**config.mk**
```make
export PLATFORM = sky130hd
export DESIGN_NAME = signed_frame_rx
export DESIGN_NICKNAME = d
export VERILOG_FILES = /design/src/rtl/signed_frame_rx.sv
export SDC_FILE = /design/constraint.sdc
export NUM_CORES = 1
export LEC_CHECK = 0
export CORE_ASPECT_RATIO = 0.9
export CORE_MARGIN = 3
export CORE_UTILIZATION = 55
export CTS_BUF_LIST = sky130_fd_sc_hd__clkbuf_8
export DETAILED_ROUTE_END_ITERATION = 10
export PLACE_DENSITY = 0.79
export SLEW_MARGIN = 25
export SYNTH_ARGS = -nofsm -noshare
export SYNTH_HDL_FRONTEND = slang
export SYNTH_SLANG_ARGS = --single-unit
export TNS_END_PERCENT = 30
```
**constraint.sdc**
```tcl
create_clock -name clk -period 5.5 [get_ports clk]
set_clock_uncertainty 0.1 [all_clocks]
set_input_delay 0.825 -clock clk [delete_from_list [all_inputs] [get_ports clk]]
set_output_delay 0.825 -clock clk [all_outputs]
set_load 0.005 [all_outputs]
```
**src/rtl/signed_frame_rx.sv**
```systemverilog
// signed_frame_rx: receives a fixed-length frame of flagged signed samples
// and reports the signed sum, minimum, maximum and sum overflow, together
// with a one-cycle done pulse. A rising edge on str opens (or restarts) a frame.
//
// Optional build macro SIGNED_FRAME_RX_SAT_EN:
//   defined   -> sum_out is the exact sum clamped to the SUM_W signed range
//   undefined -> sum_out is the low SUM_W bits of the exact sum (wrap)
// ovf flags an out-of-range sum in both builds.
module signed_frame_rx #(
  parameter int DIN_W     = 4,
  parameter int SUM_W     = 8,
  parameter int FRAME_LEN = 8
) (
  input  logic             clk,
  input  logic             rst,
  input  logic             str,
  input  logic [DIN_W-1:0] din,
  input  logic             din_flag,
  output logic [SUM_W-1:0] sum_out,
  output logic [DIN_W-1:0] min_out,
  output logic [DIN_W-1:0] max_out,
  output logic             ovf,
  output logic             done,
  output logic             busy
);

  // Exact accumulator: FRAME_LEN samples of DIN_W bits cannot wrap in ACC_W.
  localparam int ACC_W = DIN_W + $clog2(FRAME_LEN) + 1;
  localparam int CNT_W = $clog2(FRAME_LEN) + 1;
  // Sum and limits are compared in a width that holds both ACC_W and SUM_W.
  localparam int EXT_W = ACC_W + SUM_W;

  localparam logic signed [DIN_W-1:0] DIN_POS = {1'b0, {(DIN_W-1){1'b1}}};
  localparam logic signed [DIN_W-1:0] DIN_NEG = {1'b1, {(DIN_W-1){1'b0}}};
  localparam logic signed [EXT_W-1:0] SUM_HI  = {{(ACC_W+1){1'b0}}, {(SUM_W-1){1'b1}}};
  localparam logic signed [EXT_W-1:0] SUM_LO  = {{(ACC_W+1){1'b1}}, {(SUM_W-1){1'b0}}};
  localparam logic [CNT_W-1:0]        CNT_LAST = CNT_W'(FRAME_LEN - 1);

  typedef enum logic [1:0] {
    IDLE    = 2'd0,
    COLLECT = 2'd1,
    DONE    = 2'd2
  } state_t;

  state_t                   state_r, state_s;
  logic                     str_q_r;
  logic                     start_s;
  logic signed [ACC_W-1:0]  acc_r, acc_s;
  logic        [CNT_W-1:0]  cnt_r, cnt_s;
  logic signed [DIN_W-1:0]  min_r, min_s;
  logic signed [DIN_W-1:0]  max_r, max_s;
  logic                     finish_s;
  logic signed [DIN_W-1:0]  din_sgn_s;
  logic signed [ACC_W-1:0]  din_ext_s;
  logic signed [EXT_W-1:0]  acc_ext_s;
  logic                     ovf_hi_s, ovf_lo_s, ovf_s;
  logic        [SUM_W-1:0]  sum_map_s;

  assign start_s   = str & ~str_q_r;
  assign din_sgn_s = din;
  assign din_ext_s = {{(ACC_W-DIN_W){din[DIN_W-1]}}, din};

  // Next-state and frame datapath; clears on any start edge, collects flagged samples.
  always_comb begin
    state_s  = state_r;
    acc_s    = acc_r;
    cnt_s    = cnt_r;
    min_s    = min_r;
    max_s    = max_r;
    finish_s = 1'b0;
    case (state_r)
      IDLE: begin
        if (start_s) begin
          state_s = COLLECT;
          acc_s   = '0;
          cnt_s   = '0;
          min_s   = DIN_POS;
          max_s   = DIN_NEG;
        end else begin
          state_s = IDLE;
        end
      end
      COLLECT: begin
        if (start_s) begin
          // Abort and restart; the sample in this cycle is discarded.
          state_s = COLLECT;
          acc_s   = '0;
          cnt_s   = '0;
          min_s   = DIN_POS;
          max_s   = DIN_NEG;
        end else if (din_flag) begin
          acc_s = acc_r + din_ext_s;
          cnt_s = cnt_r + CNT_W'(1);
          if (din_sgn_s < min_r) begin
            min_s = din_sgn_s;
          end else begin
            min_s = min_r;
          end
          if (din_sgn_s > max_r) begin
            max_s = din_sgn_s;
          end else begin
            max_s = max_r;
          end
          if (cnt_r == CNT_LAST) begin
            state_s  = DONE;
            finish_s = 1'b1;
          end else begin
            state_s = COLLECT;
          end
        end else begin
          state_s = COLLECT;
        end
      end
      DONE: begin
        if (start_s) begin
          state_s = COLLECT;
          acc_s   = '0;
          cnt_s   = '0;
          min_s   = DIN_POS;
          max_s   = DIN_NEG;
        end else begin
          state_s = IDLE;
        end
      end
      default: begin
        state_s = IDLE;
      end
    endcase
  end

  // Range check of the exact sum and mapping onto the reported sum width.
  always_comb begin
    acc_ext_s = {{SUM_W{acc_s[ACC_W-1]}}, acc_s};
    ovf_hi_s  = (acc_ext_s > SUM_HI);
    ovf_lo_s  = (acc_ext_s < SUM_LO);
    ovf_s     = ovf_hi_s | ovf_lo_s;
`ifdef SIGNED_FRAME_RX_SAT_EN
    if (ovf_hi_s) begin
      sum_map_s = SUM_HI[SUM_W-1:0];
    end else if (ovf_lo_s) begin
      sum_map_s = SUM_LO[SUM_W-1:0];
    end else begin
      sum_map_s = acc_ext_s[SUM_W-1:0];
    end
`else
    sum_map_s = acc_ext_s[SUM_W-1:0];
`endif
  end

  // State, edge detector and frame accumulators.
  always_ff @(posedge clk or negedge rst) begin
    if (!rst) begin
      state_r <= IDLE;
      str_q_r <= 1'b0;
      acc_r   <= '0;
      cnt_r   <= '0;
      min_r   <= '0;
      max_r   <= '0;
    end else begin
      state_r <= state_s;
      str_q_r <= str;
      acc_r   <= acc_s;
      cnt_r   <= cnt_s;
      min_r   <= min_s;
      max_r   <= max_s;
    end
  end

  // Registered outputs; results load on the edge that samples the last flagged din.
  always_ff @(posedge clk or negedge rst) begin
    if (!rst) begin
      sum_out <= '0;
      min_out <= '0;
      max_out <= '0;
      ovf     <= 1'b0;
      done    <= 1'b0;
      busy    <= 1'b0;
    end else begin
      done <= finish_s;
      busy <= (state_s != IDLE);
      if (finish_s) begin
        sum_out <= sum_map_s;
        min_out <= min_s;
        max_out <= max_s;
        ovf     <= ovf_s;
      end else begin
        sum_out <= sum_out;
        min_out <= min_out;
        max_out <= max_out;
        ovf     <= ovf;
      end
    end
  end

endmodule

```
==> run metrics <==
clock share of power=0.193; diode count=0; sequential area share after synthesis=0.453; Synth cell types=54; nets@finish=283; Clock Sinks=42; area leader, netlist=dfrtp_1; fin crit share=0.558; LEAKAGE=1.27 nW; flop2flop setup slack=3.14 ns; via/cell ratio=6.03; cell row count=21; Mapped Nets=255; post-route cell area=2720 sq um; Max Root-Sink Buffers=2; prevailing post-synth register cell=dfrtp_1; routed via count=1844; Worst-path clk slew=0.08 ns; Seq pwr share=0.384; worst reg2reg path depth=4; Die Wd=74.4 um; CP Launch Point=din[1]; top cell type's share of synthesized area=0.453; Final GP Congestion=0.819; Ports=27; GRT Total Usage=0.227; Worst Setup EP=sum_out[7]; Total Negative Setup Slacks=0 ns; initial antenna violation count=0; root buf cell=clkbuf_8; clock latency on the worst-skew pair=0.30 ns; min cycle time layout=3.07 ns; hold-fix buffers at CTS=0; placed instance area=2580 sq um; number of synthesized flops with an enable pin=0; worst min path class=in -> async; endpoint class of the critical path=flip-flop; share of post-route cells with drive strength above 1=0.0731; share of synthesized flip-flops with an asynchronous set or reset=1.00; P&R area growth vs syn=17.2%; CTS tree=yes; Final Max Slew Viols=0; Syn Std Cell Area=2320 sq um; worst r2r src=state_r[1]; RSZ-0062 raised after global routing=false; CTS Buf Count=5; Final setup viols=0; Post-Place Cells=297; Max Cap Viol=0; post-CTS sizing=0; Worst Max-Slew Pin Slew=0.663 ns; Non-Filler Instances=306; 1st-iter DRT viols=112; number of port buffers=26; WP data required=5.59 ns; Final Hold Fails=0; Yosys reg bits=42; drt wl/cell=16.8 um; largest net degree at the start of global routing=43; Max FO, Critical Path=8; P per Cell Area=452 nW/um^2; initial core utilization=0.596; DRC Markers=0; Comb pwr share=0.423; first-pass GRT wire length=8400 um; Rel. slew slack=0.558; kind of critical path=in -> reg; cells after synthesis=231; grt total ovfl=0; main area contributors after synthesis=dfrtp_1 45%, ha_1 8.1%, a21oi_1 3.2%; utilization after layout=0.699; final antenna-violating net count=0; peak supply drop=0.000256 V; DPL Wire Length=3610 um; vias in the first global route=1760; Max H-tree Level=2; status=finished clean; P_int=0.000785 W; setup bufs post-CTS=0; NetSw=0.000444 W; Die Ht=67.6 um; startpoint types=primary input; core area=3890 sq um; worst r2r dst=sum_out[1]; Net Sw Frac=0.361; fmax=0.326 GHz; full die area=5030 sq um; CP arrival=3.16 ns; yosys warns=0; Routed WL=5140 um; Mapped Avg Cell Area=10.0 sq um; drt first pass iters=4
[power by group through the flow]
stage	clock network [W]	registers, W	logic (W)
5_1_grt	0.000257	0.000485	0.000583
4_1_cts	0.000244	0.000471	0.000517
3_3_place_gp	0	0.000474	0.000499
3_5_place_dp	0	0.000476	0.000512
2_1_floorplan	0	0.000464	0.000352
6_report	0.000237	0.000472	0.000520
[how the worst min path moves through the flow]
stage / end / slack, ns / cells past startpoint
after floorplan: acc_r[3] / 0.35 / 2
after global placement: min_out[1] / 0.37 / 2
after detailed placement: min_out[2] / 0.37 / 2
after CTS: ovf / 0.40 / 1
after global routing: str_q_r / 0.41 / 1
final: str_q_r / 0.39 / 1
[synthesized netlist by cell type (4+ instances only)]
cell type and n:
dfrtp_1 42, nand2_1 19, inv_1 17, nor2_1 17, a21oi_1 15, ha_1 15, o21ai_0 9, a22o_1 8
nor3_1 7, mux2_2 5, nand2b_1 5, o21a_1 4
[registers in the layout, indices dropped and copies added (netlist names)]
register  count
acc_r         8
min_out       4
min_r         4
max_r         4
busy          1
state_r       2
max_out       4
ovf           1
done          1
cnt_r         4
sum_out       8
str_q_r       1
[area by class of cell]
| class | instances | area (sq um) |
|---|---|---|
| sequential | 42 | 1050 |
| inverter | 19 | 73.8 |
| fill | 307 | 1170 |
| tap | 46 | 57.6 |
| clock inverter | 3 | 37.5 |
| multi-input combinational | 164 | 1150 |
| clock buffer | 5 | 68.8 |
| timing repair buffer | 27 | 283 |
[logic make-up (layout without fill, tap and decap cells)]
| logic type | after synthesis | after routing | share of synthesized area |
|---|---|---|---|
| AO/OA/AOI/OAI | 73 | 73 | 0.224 |
| AND/OR/NAND/NOR | 65 | 65 | 0.138 |
| flip-flops | 42 | 42 | 0.453 |
| buffers and inverters | 25 | 54 | 0.0523 |
| adder cells (fa/ha/maj) | 16 | 16 | 0.0896 |
| XOR/XNOR | 5 | 5 | 0.0189 |
| multiplexers | 5 | 5 | 0.0243 |
[worst max-delay path: stages]
cell,delay [ns]
clkdlybuf4s50_1,0.71
ha_1,0.32
a211oi_1,0.32
o211ai_1,0.17
o21ai_0,0.34
a21boi_0,0.16
o31a_1,0.31
[routing by layer]
metal	global-route usage	routed length, um
met5	0	0
met4	0.0733	69
met3	0.0610	212
met2	0.341	2320
met1	0.318	2540
[stage by stage]
step           power (W)  setup slack [ns]  hold WS, ns
6_report         0.00123              2.43        0.393
4_1_cts          0.00123              2.48        0.397
3_5_place_dp    0.000988              2.17        0.375
5_1_grt          0.00132              2.30        0.411
3_3_place_gp    0.000973              2.22        0.368
2_1_floorplan   0.000817              2.95        0.350
[layout by cell type, fill, tap and decap left out, types with 2 or more instances in the layout]
| master | synthesis | layout |
|---|---|---|
| dfrtp_1 | 42 | 42 |
| clkdlybuf4s50_1 | 0 | 25 |
| inv_1 | 17 | 19 |
| nand2_1 | 19 | 19 |
| nor2_1 | 17 | 17 |
| a21oi_1 | 15 | 15 |
| ha_1 | 15 | 15 |
| o21ai_0 | 9 | 9 |
| a22o_1 | 8 | 8 |
| nor3_1 | 7 | 7 |
| nand2b_1 | 5 | 5 |
| mux2_2 | 5 | 5 |
| clkbuf_8 | 0 | 5 |
| o21a_1 | 4 | 4 |
| nor2b_1 | 3 | 3 |
| xnor2_1 | 3 | 3 |
| nand3_1 | 3 | 3 |
| o211ai_1 | 3 | 3 |
| o22a_1 | 3 | 3 |
| or3_1 | 3 | 3 |
| a31oi_1 | 3 | 3 |
| o31ai_1 | 3 | 3 |
| a221oi_1 | 3 | 3 |
| xor2_1 | 2 | 2 |
| a21o_1 | 2 | 2 |
| a211oi_1 | 2 | 2 |
| a21boi_0 | 2 | 2 |
| nand4_1 | 2 | 2 |
(Power assumes the default switching activity.)
